[src/rtl/demux_stream_1xn_if.sv]
// Stream bundle between one producer and N per-channel consumers of the
// demultiplexer; the DUT takes the slave view, the producer/consumer side the master view.
interface demux_stream_1xn_if #(
  parameter int DATA_W = 8,
  parameter int N_OUT  = 8,
  parameter int SEL_W  = $clog2(N_OUT)
) ();
  logic                    in_valid;
  logic                    in_ready;
  logic [DATA_W-1:0]       in_data;
  logic [SEL_W-1:0]        in_sel;
  logic                    in_last;
  logic [N_OUT-1:0]        out_valid;
  logic [N_OUT-1:0]        out_ready;
  logic [N_OUT*DATA_W-1:0] out_data;
  logic [N_OUT-1:0]        out_last;

  modport master (
    output in_valid, in_data, in_sel, in_last, out_ready,
    input  in_ready, out_valid, out_data, out_last
  );

  modport slave (
    input  in_valid, in_data, in_sel, in_last, out_ready,
    output in_ready, out_valid, out_data, out_last
  );
endinterface

[src/rtl/demux_stream_1xn.sv]
// Registered 1-to-N packet demultiplexer: the first beat's select locks the
// route until last; packets with an out-of-range select are swallowed and counted.
module demux_stream_1xn #(
  parameter int DATA_W = 8,
  parameter int N_OUT  = 8,
  parameter int SEL_W  = $clog2(N_OUT),
  parameter int CNT_W  = 16
) (
  input  logic              clk,
  input  logic              rst_n,
  demux_stream_1xn_if.slave bus,
  output logic [CNT_W-1:0]  drop_cnt,
  output logic              busy
);
  typedef enum logic [1:0] {IDLE, PKT, DROP} state_t;

  state_t                  state_q;
  logic [SEL_W-1:0]        chan_q;
  logic [CNT_W-1:0]        drop_q;
  logic                    busy_q;
  logic [N_OUT-1:0]        valid_q;
  logic [N_OUT-1:0]        last_q;
  logic [N_OUT*DATA_W-1:0] data_q;

  logic [SEL_W-1:0] tgt;
  logic [N_OUT-1:0] hit;
  logic [N_OUT-1:0] canAccept;
  logic [N_OUT-1:0] load;
  logic             selLegal;
  logic             tgtReady;
  logic             inReady;
  logic             toBuffer;
  logic             accept;

  assign selLegal  = 32'(bus.in_sel) < N_OUT;
  assign canAccept = ~valid_q | bus.out_ready;

  // In IDLE the live select picks the channel; inside a packet the latched one does.
  always_comb begin
    tgt = (state_q == IDLE) ? bus.in_sel : chan_q;
    hit = '0;
    for (int k = 0; k < N_OUT; k++) begin
      if (tgt == SEL_W'(k)) hit[k] = 1'b1;
    end
  end

  assign tgtReady = |(hit & canAccept);

  always_comb begin
    inReady  = 1'b1;
    toBuffer = 1'b0;
    case (state_q)
      IDLE: begin
        if (selLegal) begin
          inReady  = tgtReady;
          toBuffer = 1'b1;
        end
      end
      PKT: begin
        inReady  = tgtReady;
        toBuffer = 1'b1;
      end
      default: ;
    endcase
  end

  assign accept = bus.in_valid & inReady;
  assign load   = hit & {N_OUT{accept & toBuffer}};

  always_ff @(posedge clk or negedge rst_n) begin
    if (!rst_n) begin
      valid_q <= '0;
      last_q  <= '0;
      data_q  <= '0;
    end else begin
      for (int k = 0; k < N_OUT; k++) begin
        if (load[k]) begin
          valid_q[k]                  <= 1'b1;
          last_q[k]                   <= bus.in_last;
          data_q[k*DATA_W +: DATA_W]  <= bus.in_data;
        end else if (bus.out_ready[k]) begin
          valid_q[k] <= 1'b0;
        end
      end
    end
  end

  // A dropped packet bumps the counter once, on its first beat only.
  always_ff @(posedge clk or negedge rst_n) begin
    if (!rst_n) begin
      state_q <= IDLE;
      chan_q  <= '0;
      drop_q  <= '0;
      busy_q  <= 1'b0;
    end else if (accept) begin
      case (state_q)
        IDLE: begin
          if (selLegal) begin
            chan_q <= bus.in_sel;
            if (!bus.in_last) begin
              state_q <= PKT;
              busy_q  <= 1'b1;
            end
          end else begin
            if (drop_q != '1) drop_q <= drop_q + CNT_W'(1);
            if (!bus.in_last) begin
              state_q <= DROP;
              busy_q  <= 1'b1;
            end
          end
        end
        PKT, DROP: begin
          if (bus.in_last) begin
            state_q <= IDLE;
            busy_q  <= 1'b0;
          end
        end
        default: begin
          state_q <= IDLE;
          busy_q  <= 1'b0;
        end
      endcase
    end
  end

  assign bus.in_ready  = inReady;
  assign bus.out_valid = valid_q;
  assign bus.out_last  = last_q;
  assign bus.out_data  = data_q;
  assign drop_cnt      = drop_q;
  assign busy          = busy_q;
endmodule

[src/flat_wrapper.sv]
// flat-port wrapper written by rule: the top's interface ports become plain ports
module demux_stream_1xn_flat 
#(
  parameter int DATA_W = 8,
  parameter int N_OUT  = 8,
  parameter int SEL_W  = $clog2(N_OUT),
  parameter int CNT_W  = 16
)
  (clk, rst_n, drop_cnt, busy, bus_in_valid, bus_in_data, bus_in_sel, bus_in_last, bus_out_ready, bus_in_ready, bus_out_valid, bus_out_data, bus_out_last);
  demux_stream_1xn_if #(.DATA_W(DATA_W), .N_OUT(N_OUT), .SEL_W(SEL_W)) bus_i ();
  input  logic clk;
  input  logic rst_n;
  output logic [CNT_W-1:0] drop_cnt;
  output logic busy;
  input wire logic [$bits(bus_i.in_valid)-1:0] bus_in_valid;
  input wire logic [$bits(bus_i.in_data)-1:0] bus_in_data;
  input wire logic [$bits(bus_i.in_sel)-1:0] bus_in_sel;
  input wire logic [$bits(bus_i.in_last)-1:0] bus_in_last;
  input wire logic [$bits(bus_i.out_ready)-1:0] bus_out_ready;
  output wire logic [$bits(bus_i.in_ready)-1:0] bus_in_ready;
  output wire logic [$bits(bus_i.out_valid)-1:0] bus_out_valid;
  output wire logic [$bits(bus_i.out_data)-1:0] bus_out_data;
  output wire logic [$bits(bus_i.out_last)-1:0] bus_out_last;
  assign bus_i.in_valid = bus_in_valid;
  assign bus_i.in_data = bus_in_data;
  assign bus_i.in_sel = bus_in_sel;
  assign bus_i.in_last = bus_in_last;
  assign bus_i.out_ready = bus_out_ready;
  assign bus_in_ready = bus_i.in_ready;
  assign bus_out_valid = bus_i.out_valid;
  assign bus_out_data = bus_i.out_data;
  assign bus_out_last = bus_i.out_last;
  demux_stream_1xn #(.DATA_W(DATA_W), .N_OUT(N_OUT), .SEL_W(SEL_W), .CNT_W(CNT_W)) u_core (.clk(clk), .rst_n(rst_n), .bus(bus_i), .drop_cnt(drop_cnt), .busy(busy));
endmodule
[config.mk]
export PLATFORM = sky130hd
export DESIGN_NAME = demux_stream_1xn_flat
export DESIGN_NICKNAME = d
export VERILOG_FILES = /design/src/rtl/demux_stream_1xn_if.sv /design/src/rtl/demux_stream_1xn.sv /design/src/flat_wrapper.sv
export SDC_FILE = /design/constraint.sdc
export NUM_CORES = 1
export LEC_CHECK = 0
export ABC_AREA = 0
export CORE_ASPECT_RATIO = 2
export CORE_MARGIN = 4
export CORE_UTILIZATION = 35
export CTS_BUF_LIST = sky130_fd_sc_hd__clkbuf_4
export CTS_CLUSTER_DIAMETER = 120
export DETAILED_ROUTE_END_ITERATION = 10
export PLACE_DENSITY = 0.74
export SLEW_MARGIN = 5
export SYNTH_ARGS = -nofsm -noshare
export SYNTH_HDL_FRONTEND = slang
export SYNTH_SLANG_ARGS = --single-unit
[constraint.sdc]
create_clock -name clk -period 5.25 [get_ports clk]
set_clock_uncertainty 0.2 [all_clocks]
set_input_delay 0.525 -clock clk [delete_from_list [all_inputs] [get_ports clk]]
set_output_delay 0.525 -clock clk [all_outputs]
set_load 0.05 [all_outputs]
; ---- After elaboration in Yosys (flattened, before gate mapping)
; Index checks and enable logic that the tools add are counted.
[word_totals]
reg_bits = 86
inputBits = 23
output_inout_bits = 98
elab_cells = 91
[op_classes]
eq_ne = 11
mux = 33
bitwise = 6
n_reduce_logical = 14
[op_table]
columns = cell, count
row1 = 2-to-1 mux 1 bit, 28
row2 = bitwise AND 8 bit, 2
row3 = nonzero test 2 bit, 8
row4 = "== test 3 bit, second input constant", 4
row5 = NOT 8 bit, 1
row6 = bitwise OR 8 bit, 1
row7 = OR reduction 8 bit, 1
row8 = "== test 3 x 2 -> 1 bit, second input constant", 2
row9 = 2-to-1 mux 2 bit, 2
row10 = "inequality test 2 bit, second input constant", 2
row11 = one-hot mux 2 bit (2 select lines), 1
row12 = OR reduction 2 bit, 2
row13 = "== test 3 x 1 -> 1 bit, second input constant", 1
row14 = logical NOT 3 bit, 1
row15 = 2-to-1 mux 3 bit, 1
row16 = AND reduction 3 bit, 1
row17 = bitwise AND 1 bit, 2
row18 = "== test 2 x 1 -> 1 bit, second input constant", 1
row19 = "== test 2 bit, second input constant", 1
row20 = logical NOT 2 bit, 1
row21 = one-hot mux 1 bit (2 select lines), 1

; ---- Logic depth before layout (Yosys ltp)
; Gate-level depths: netlist (run 1).
[depth]
depth_word = 11
depth_mapped = 7
mapped_depth_nobuf = 5

; ---- Least setup slack after synthesis (run 1)
; No wires, ideal clock.
[synth_timing]
path_kind = flip-flop to output port
from = reg u_core.state_q[0]
to = out bus_in_ready
arrival_ps = 2336
t_required_ps = 4525
setup_slack_ps = 2189
stages_incl_launch_ff = 6
n_path_buf = 1
cell_sequence = dfrtp_1 -> buf_6 -> mux2i_1 -> nand3_2 -> a32oi_4 -> nand2_1
[synth_between]
elab_chain_cells = 7
elab_cells_between_ends = 23
classes_between = 8 x eq/ne / 10 x mux / 1 x bitwise / 4 x reduce/logical
[synth_rtl]
columns = element, line_no
row1 = from (decl), demux_stream_1xn.sv:17  ; state_t state_q;
row2 = from (signal assigned), demux_stream_1xn.sv:91  ; state_q <= IDLE;
row3 = from (signal assigned), demux_stream_1xn.sv:101  ; state_q <= PKT;
row4 = from (signal assigned), demux_stream_1xn.sv:107  ; state_q <= DROP;
row5 = logical NOT 2 bit, "demux_stream_1xn.sv:40, demux_stream_1xn.sv:52"
row6 = 2-to-1 mux 3 bit, demux_stream_1xn.sv:40  ; tgt = (state_q == IDLE) ? bus.in_sel : chan_q;
row7 = "== test 3 x 1 -> 1 bit, or another cell as far along", demux_stream_1xn.sv:43  ; if (tgt == SEL_W'(k)) hit[k] = 1'b1;
row8 = 2-to-1 mux 1 bit, demux_stream_1xn.sv:43
row9 = bitwise AND 8 bit, demux_stream_1xn.sv:47  ; assign tgtReady = |(hit & canAccept);
row10 = OR reduction 8 bit, demux_stream_1xn.sv:47
row11 = 2-to-1 mux 1 bit *, --
row12 = to (decl), flat_wrapper.sv:20  ; output wire logic [$bits(bus_i.in_ready)-1:0] bus_in_ready;
; Every way passes the cells marked *; elsewhere a longest branch is shown, timed or not.

; ---- Worst setup path after layout (run 1)
; Ends and elaborated chain as after synthesis.

==> impl_metrics.json, run 1 <==
{
  "outcome": "finished clean",
  "routedWlPerCell_um": 18.1,
  "io_buffer_count": 104,
  "synth_area_mm2": 0.00363,
  "grt_max_degree": 85,
  "ant_nets": 0,
  "drtPass1Iterations": 4,
  "synthesis.area_per_instance_um2": 15.5,
  "cts-root-buf": "clkbuf_4",
  "yosysSeqAreaShare_pct": 57.9,
  "cp-end-kind": "output port",
  "gp_congestion": 0.836,
  "clk_pin_slew_worst_paths_ns": 0.14,
  "crit_required_ns": 4.53,
  "synth_cells": 235,
  "grt_usage_pct": 15.3,
  "grt_pass1_wl_um": 14100,
  "cap_violations": 0,
  "clkLatencyLatePin_ns": 0.42,
  "crit_fanout": 12,
  "cts_tree": "yes",
  "viasPerCell": 4.73,
  "layout-drive-gt1-share_pct": 28.4,
  "hpwl_um": 6590,
  "dp_cells": 471,
  "tightest_slew_ns": 1.05,
  "numCtsBuffers": 9,
  "synth_top_area_cell": "dfrtp_1",
  "synth_top_area_share_pct": 57.9,
  "wl_um": 8860,
  "drt_iter0_drc": 58,
  "nets": 370,
  "hold_class": "primary input to async pin",
  "fmax_mhz": 263,
  "synthTopCellsByCount": "dfrtp_1, mux2_2, buf_4, mux2_1, nand2b_1",
  "cts_setup_buffers": 0,
  "start_util_pct": 35.8,
  "r2r_start": "u_core.state_q[0]$_DFFE_PN0P_",
  "vias": 2308,
  "criticalPathCategory": "flop to output port",
  "netlist_top_cells_area": "dfrtp_1, mux2_2, buf_4, mux2_1, mux2_4",
  "area_growth_pct": 34.3,
  "drc": 0,
  "ctsHoldBuffers": 0,
  "ctsLongestPathBuffers": 2,
  "fp.dieH_um": 152,
  "ys_seq_elements": 84,
  "crit_start": "u_core.state_q[0]$_DFFE_PN0P_",
  "setup_viol": 0,
  "grt_pass1_vias": 2550,
  "overflow": 0,
  "synth.most_common_cell": "dfrtp_1",
  "design.portCount": 121,
  "hold_viol_final": 0,
  "stdcell_count": 488,
  "period_share_pct": 72.5,
  "worstPathArrival_ns": 3.08,
  "fin_tns_setup_ns": 0,
  "slew_headroom_pct": 30.2,
  "ys.flop_type": "dfrtp_1",
  "ys_types": 33,
  "timing.hold.ws_ns": 0.0591,
  "yosysWarningCount": 0,
  "start_kind": "flop",
  "antenna_found_initial": 1,
  "async_flop_share_pct": 100,
  "synth_edf_count": 0,
  "fp-row-count": 52,
  "core-area_mm2": 0.0101,
  "die_x_um": 80.0,
  "slew_viol_final": 0,
  "cts_resized": 0,
  "h-tree-depth": 3,
  "clkSinkCount": 84,
  "dieArea_mm2": 0.0122,
  "rsz0062_at_grt": "false",
  "finalCriticalPeriod_ns": 3.81,
  "fillers": 943
}
## per-layer routing
metal | share of wire (%) | vias to the layer above | wire [um] | GRT usage (%)
met5 | 0 | - | 0 | 0
met4 | 2.4 | 0 | 214 | 7.01
met3 | 4.4 | 13 | 390 | 2.84
met2 | 56 | 76 | 4980 | 27.6
met1 | 37 | 1181 | 3280 | 16.8
li1 | - | 1038 | - | -
## stage by stage
step	util (%)	cell area, um2	worst slack [ns]
3_5_place_dp	46.9	4760	1.49
6_report	48.1	4880	1.44
2_1_floorplan	-	3690	2.19
5_1_grt	48.1	4880	1.22
4_1_cts	48.1	4880	1.39
3_3_place_gp	46.9	4760	1.52
## final timing paths
| path | cells past startpoint | end | slack [ns] |
|---|---|---|---|
| min in group clk | 1 | u_core.bus.out_data[25]$_DFFE_PN0P_ | 0.31 |
| max | 5 | bus_in_ready | 1.44 |
| min | 1 | u_core.bus.out_data[53]$_DFFE_PN0P_ | 0.06 |
| max in group asynchronous | 1 | u_core.bus.out_data[25]$_DFFE_PN0P_ | 4.09 |
| min reg2reg | 1 | u_core.bus.out_data[25]$_DFFE_PN0P_ | 0.31 |
| max reg2reg | 5 | u_core.bus.out_data[15]$_DFFE_PN0P_ | 2.23 |
## worst max-delay path, stage by stage (launching register included)
cell,delay [ns]
dfrtp_1,0.61
mux2_4,0.40
mux2_2,0.32
a32oi_4,0.49
nand2_1,0.11
clkdlybuf4s50_1,0.73
## final cells by class
type	instances	area, um2	area share, %
Multi-Input combinational cell	144	1440	29.4
Antenna cell	1	2.50	0.0513
Clock inverter	7	50.0	1.03
Tap cell	135	169	3.46
Inverter	4	15.0	0.308
Clock buffer	9	67.6	1.38
Sequential cell	84	2100	43.1
Timing Repair Buffer	104	1040	21.3
## cells by family after synthesis
family / after synthesis / share of synthesized area [%]
buf+inv: 22 / 4.17
simple gates: 22 / 3.13
other cells: 1 / 0.103
flops: 84 / 57.9
mux: 81 / 25.6
compound gates: 25 / 9.13
## layout by cell type (no fill, tap or decap), types with 3 or more instances in the layout
| master | n |
|---|---|
| a211oi_4 | 4 |
| clkbuf_4 | 9 |
| clkdlybuf4s50_1 | 103 |
| clkinvlp_4 | 3 |
| conb_1 | 16 |
| dfrtp_1 | 84 |
| inv_1 | 4 |
| mux2_1 | 9 |
| mux2_2 | 62 |
| mux2_4 | 6 |
| mux2i_1 | 4 |
| nand2_1 | 5 |
| nand2b_1 | 7 |
| nand3_1 | 3 |
| nor2_1 | 4 |
| o31ai_1 | 4 |
## flip-flops by register name, summed over array words and instances (netlist names)
register,flops
u_core.bus.out_last,8
u_core.bus.out_valid,8
u_core.state_q,1
u_core.chan_q,3
u_core.bus.out_data,64
Power of run 1 is left out: the tool's default activity adds up to more than one toggle a clock period on the data nets, which glitch-free logic cannot reach.
==> run 2, diff against run 1 <==
--- a/config.mk
+++ b/config.mk
@@ -12,7 +12,7 @@
 export CTS_BUF_LIST = sky130_fd_sc_hd__clkbuf_4
 export CTS_CLUSTER_DIAMETER = 120
 export DETAILED_ROUTE_END_ITERATION = 10
-export PLACE_DENSITY = 0.74
+export PLACE_DENSITY = 0.76
 export SLEW_MARGIN = 5
 export SYNTH_ARGS = -nofsm -noshare
 export SYNTH_HDL_FRONTEND = slang
==> constraint.sdc (replaced) <==
create_clock -name clk -period 3.31 [get_ports clk]
set_clock_uncertainty 0.2 [all_clocks]
set_input_delay 0.331 -clock clk [delete_from_list [all_inputs] [get_ports clk]]
set_output_delay 0.331 -clock clk [all_outputs]
set_load 0.05 [all_outputs]
==> impl_metrics.json, run 2 (synthesis gave the netlist of run 1 again) <==
{
  "holdPathStages": 1,
  "core-area_mm2": 0.0101,
  "start_kind": "flop",
  "clkLatencyLatePin_ns": 0.43,
  "placedInstanceArea_mm2": 0.00476,
  "antenna_found_initial": 1,
  "critPathTopFamily": "multiplexers",
  "ant_nets": 0,
  "nets": 371,
  "viasPerCell": 4.77,
  "drt_iter0_drc": 80,
  "drtPass1Iterations": 4,
  "hold_start": "u_core.bus.out_data[28]$_DFFE_PN0P_",
  "criticalPathCategory": "flop to output port",
  "slew_headroom_pct": 27.9,
  "crit_start": "u_core.state_q[0]$_DFFE_PN0P_",
  "ctsLongestPathBuffers": 2,
  "crit_required_ns": 2.78,
  "area_growth_pct": 34.2,
  "stdcell_count": 488,
  "die_x_um": 80.0,
  "largest_reg_flops": 64,
  "numCtsBuffers": 9,
  "fmax_mhz": 326,
  "drc": 0,
  "dp_cells": 471,
  "fin_tns_setup_ns": 0,
  "tightest_slew_ns": 1.08,
  "overflow": 0,
  "final_area_mm2": 0.00487,
  "vias": 2326,
  "dieArea_mm2": 0.0122,
  "final_common_cell": "clkdlybuf4s50_1",
  "grt_pass1_wl_um": 14900,
  "critPathBufInv": 1,
  "holdPathEnd": "u_core.bus.out_data[28]$_DFFE_PN0P_",
  "ff2ff_setup_slack_ns": 0.37,
  "crit_chain": "mux2_4 > mux2_2 > a32oi_4 > nand2_1 > buf_4",
  "fp.dieH_um": 152,
  "gp_congestion": 0.879,
  "grt_max_degree": 85,
  "cts_tree": "yes",
  "fillers": 952,
  "setup_viol": 0,
  "crit_fanout": 12,
  "io_buffer_count": 104,
  "wl_um": 9360,
  "outcome": "finished clean",
  "hpwl_um": 7010,
  "start_util_pct": 35.8,
  "r2r_start": "u_core.state_q[0]$_DFFE_PN0P_",
  "grt_usage_pct": 16.5,
  "clkSinkCount": 84,
  "r2r_cells": 5,
  "hold_viol_final": 0,
  "worstPathArrival_ns": 2.54,
  "layout-drive-gt1-share_pct": 28.4,
  "routedWlPerCell_um": 19.2,
  "cp-end-kind": "output port",
  "post-route-util_pct": 48.0,
  "critPathMaxStageDelay_ns": 0.53,
  "hold_class": "flop to flop",
  "critPathSlowestCell": "dfrtp_2",
  "reg2reg_to": "u_core.bus.out_data[34]$_DFFE_PN0P_",
  "finalCriticalPeriod_ns": 3.07,
  "cts-root-buf": "clkbuf_4",
  "clk_pin_slew_worst_paths_ns": 0.13,
  "final_cell_mix": "clkdlybuf4s50_1, dfrtp_1, mux2_2",
  "h-tree-depth": 3,
  "design.portCount": 121,
  "period_share_pct": 92.7,
  "rsz0062_at_grt": "false",
  "grt_pass1_vias": 2600,
  "slew_viol_final": 0,
  "fp-row-count": 52,
  "cap_violations": 0
}
[run 2: cell count changes in the layout (fill, tap and decap cells not counted), sizes merged]
cell / change
clkinv: +2
dlygate4sd3: +1
clkinvlp: -3
inv: -2
clkdlybuf4s50: -1
clkbuf: +2
buf: +1
[run 2: layout make-up]
type | count | area [um2] | share of cell area (%)
Sequential cell | 84 | 2100 | 43.1
Clock inverter | 4 | 17.5 | 0.359
Antenna cell | 1 | 2.50 | 0.0513
Timing Repair Buffer | 105 | 1050 | 21.5
Inverter | 4 | 15.0 | 0.308
Tap cell | 135 | 169 | 3.47
Clock buffer | 11 | 82.6 | 1.69
Multi-Input combinational cell | 144 | 1440 | 29.5
[run 2: worst max-delay path by stage]
stage | slack [ns] | cells past startpoint | to
floorplan | 0.44 | 5 | bus_in_ready
global placement | 0.20 | 6 | u_core.bus.out_data[13]$_DFFE_PN0P_
detailed placement | 0.16 | 6 | u_core.bus.out_data[14]$_DFFE_PN0P_
CTS | 0.09 | 5 | bus_in_ready
global route | 0.08 | 5 | bus_in_ready
finish | 0.24 | 5 | bus_in_ready
[run 2: what timing repair did]
| item | CTS | global route |
|---|---|---|
| setup endpoints to repair | 0 | 1 |
| buffers inserted | 0 | 0 |
| hold endpoints to repair | 84 | 0 |
| resized for setup | 0 | 2 |
| hold buffers | 1 | 0 |
[run 2: through the flow]
step | setup slack (ns) | hold WS (ns)
6_report | 0.243 | 0.303
5_1_grt | 0.0795 | 0.301
3_5_place_dp | 0.160 | 0.280
2_1_floorplan | 0.443 | -0.165
3_3_place_gp | 0.196 | 0.277
4_1_cts | 0.0860 | 0.296
[run 2: routing by layer]
metal	track usage [%]	share of wire [%]
met1	17.5	36
met2	29.7	56
met3	3.61	4.3
met4	7.90	3.7
met5	0	0
Power of run 2 is left out for the same reason.
==> run 3, diff against run 2 <==
--- a/config.mk
+++ b/config.mk
@@ -6,13 +6,16 @@
 export NUM_CORES = 1
 export LEC_CHECK = 0
 export ABC_AREA = 0
+export CELL_PAD_IN_SITES_DETAIL_PLACEMENT = 1
+export CELL_PAD_IN_SITES_GLOBAL_PLACEMENT = 1
 export CORE_ASPECT_RATIO = 2
 export CORE_MARGIN = 4
-export CORE_UTILIZATION = 35
+export CORE_UTILIZATION = 34
 export CTS_BUF_LIST = sky130_fd_sc_hd__clkbuf_4
 export CTS_CLUSTER_DIAMETER = 120
 export DETAILED_ROUTE_END_ITERATION = 10
-export PLACE_DENSITY = 0.76
+export PLACE_DENSITY = 0.75
+export SKIP_CTS_REPAIR_TIMING = 1
 export SLEW_MARGIN = 5
 export SYNTH_ARGS = -nofsm -noshare
 export SYNTH_HDL_FRONTEND = slang
==> impl_metrics.json, run 3 (synthesis gave the netlist of run 1 again) <==
{
  "final_cell_mix": "clkdlybuf4s50_1, dfrtp_1, mux2_2",
  "nets": 372,
  "multi_input_comb_area_mm2": 0.00144,
  "finalCriticalPeriod_ns": 3.10,
  "slew_headroom_pct": 28.8,
  "h-tree-depth": 3,
  "wl_um": 9730,
  "numCtsBuffers": 9,
  "cap_violations": 0,
  "hpwl_um": 7300,
  "area_growth_pct": 36.3,
  "grt_pass1_wl_um": 15600,
  "slew_viol_final": 0,
  "crit_chain": "mux2_4 > mux2_2 > a32oi_4 > nand2_1 > buf_4",
  "tightest_slew_ns": 1.07,
  "worstPathArrival_ns": 2.57,
  "fin_tns_setup_ns": 0,
  "hold_class": "flop to flop",
  "largest_reg_flops": 64,
  "drtPass1Iterations": 4,
  "critPathMaxStageDelay_ns": 0.55,
  "start_util_pct": 34.7,
  "start_kind": "flop",
  "drc": 0,
  "fp.dieH_um": 154,
  "setup_viol": 0,
  "overflow": 0,
  "crit_required_ns": 2.78,
  "dp_cells": 474,
  "outcome": "finished clean",
  "vias": 2381,
  "criticalPathCategory": "flop to output port",
  "antenna_found_initial": 1,
  "cts_tree": "yes",
  "cts-root-buf": "clkbuf_4",
  "design.portCount": 121,
  "dp_slack_ns": 0.0883,
  "dieArea_mm2": 0.0125,
  "gp_congestion": 0.788,
  "holdPathStages": 1,
  "r2r_cells": 5,
  "rsz0062_at_grt": "false",
  "clkSinkCount": 84,
  "critPathSlowestCell": "dfrtp_2",
  "drt_iter0_drc": 53,
  "crit_fanout": 12,
  "final_common_cell": "clkdlybuf4s50_1",
  "fin_ws_ns": 0.209,
  "hold_viol_final": 0,
  "fp-row-count": 53,
  "ctsLongestPathBuffers": 2,
  "clkLatencyLatePin_ns": 0.43,
  "core-area_mm2": 0.0105,
  "die_x_um": 81.1,
  "layout-drive-gt1-share_pct": 29.7,
  "viasPerCell": 4.84,
  "stdcell_count": 492,
  "routedWlPerCell_um": 19.8,
  "grt_pass1_vias": 2600,
  "grt_max_degree": 85,
  "grt_usage_pct": 17.0,
  "clk_pin_slew_worst_paths_ns": 0.14,
  "ant_nets": 0,
  "fmax_mhz": 322,
  "io_buffer_count": 104,
  "fillers": 1126,
  "cp-end-kind": "output port",
  "period_share_pct": 93.7,
  "seq_area_mm2": 0.00210
}
[run 3: changes by cell type in the layout (fill, tap and decap cells not counted)]
cell / previous run / this run
inv_6: 0 / 1
o22a_2: 0 / 1
o22a_1: 1 / 0
clkinv_4: 0 / 2
clkinv_1: 2 / 0
clkinvlp_4: 0 / 1
bufinv_16: 0 / 2
clkbuf_4: 11 / 9
clkinv_2: 2 / 1
buf_4: 2 / 3
[run 3: through the flow]
stage | hold WS (ns) | cell area, um2 | util, %
after global routing | 0.298 | 4950 | 47.3
after CTS | -0.125 | 4930 | 47.1
final | 0.311 | 4950 | 47.3
after global placement | 0.275 | 4770 | 45.5
after detailed placement | 0.282 | 4770 | 45.5
after floorplan | -0.165 | 3690 | -
[run 3: per-layer routing]
metal	global-route usage [%]	wire, um	vias to the layer above
met4	6.20	179	0
met2	31.0	5700	66
li1	-	-	1051
met5	0	0	-
met1	18.4	3440	1252
met3	4.14	417	12
[run 3: worst paths after layout]
check | start | end | slack, ns
setup reg to reg | u_core.state_q[0]$_DFFE_PN0P_ | u_core.bus.out_data[0]$_DFFE_PN0P_ | 0.46
hold reg to reg | u_core.bus.out_data[28]$_DFFE_PN0P_ | u_core.bus.out_data[28]$_DFFE_PN0P_ | 0.31
hold / removal | u_core.bus.out_data[28]$_DFFE_PN0P_ | u_core.bus.out_data[28]$_DFFE_PN0P_ | 0.31
min in group asynchronous | rst_n | u_core.bus.out_data[14]$_DFFE_PN0P_ | 0.39
setup / recovery | u_core.state_q[0]$_DFFE_PN0P_ | bus_in_ready | 0.21
max in group asynchronous | rst_n | u_core.state_q[0]$_DFFE_PN0P_ | 1.75
[run 3: cell type report]
class	count	share of cell area [%]
timing repair buffer	106	21.3
clock inverter	7	2.00
inverter	4	0.303
tap	137	3.46
clock buffer	9	1.36
antenna	1	0.0505
multi-input combinational	144	29.1
sequential	84	42.5
[run 3: critical path, delay by kind of cell (launching register included)]
| family | cells | cell delay [ns] |
|---|---|---|
| AND/OR/NAND/NOR | 1 | 0.15 |
| AO/OA/AOI/OAI | 1 | 0.50 |
| buffers and inverters | 1 | 0.22 |
| multiplexers | 2 | 0.71 |
| flip-flops | 1 | 0.55 |
Power of run 3 is left out for the same reason.
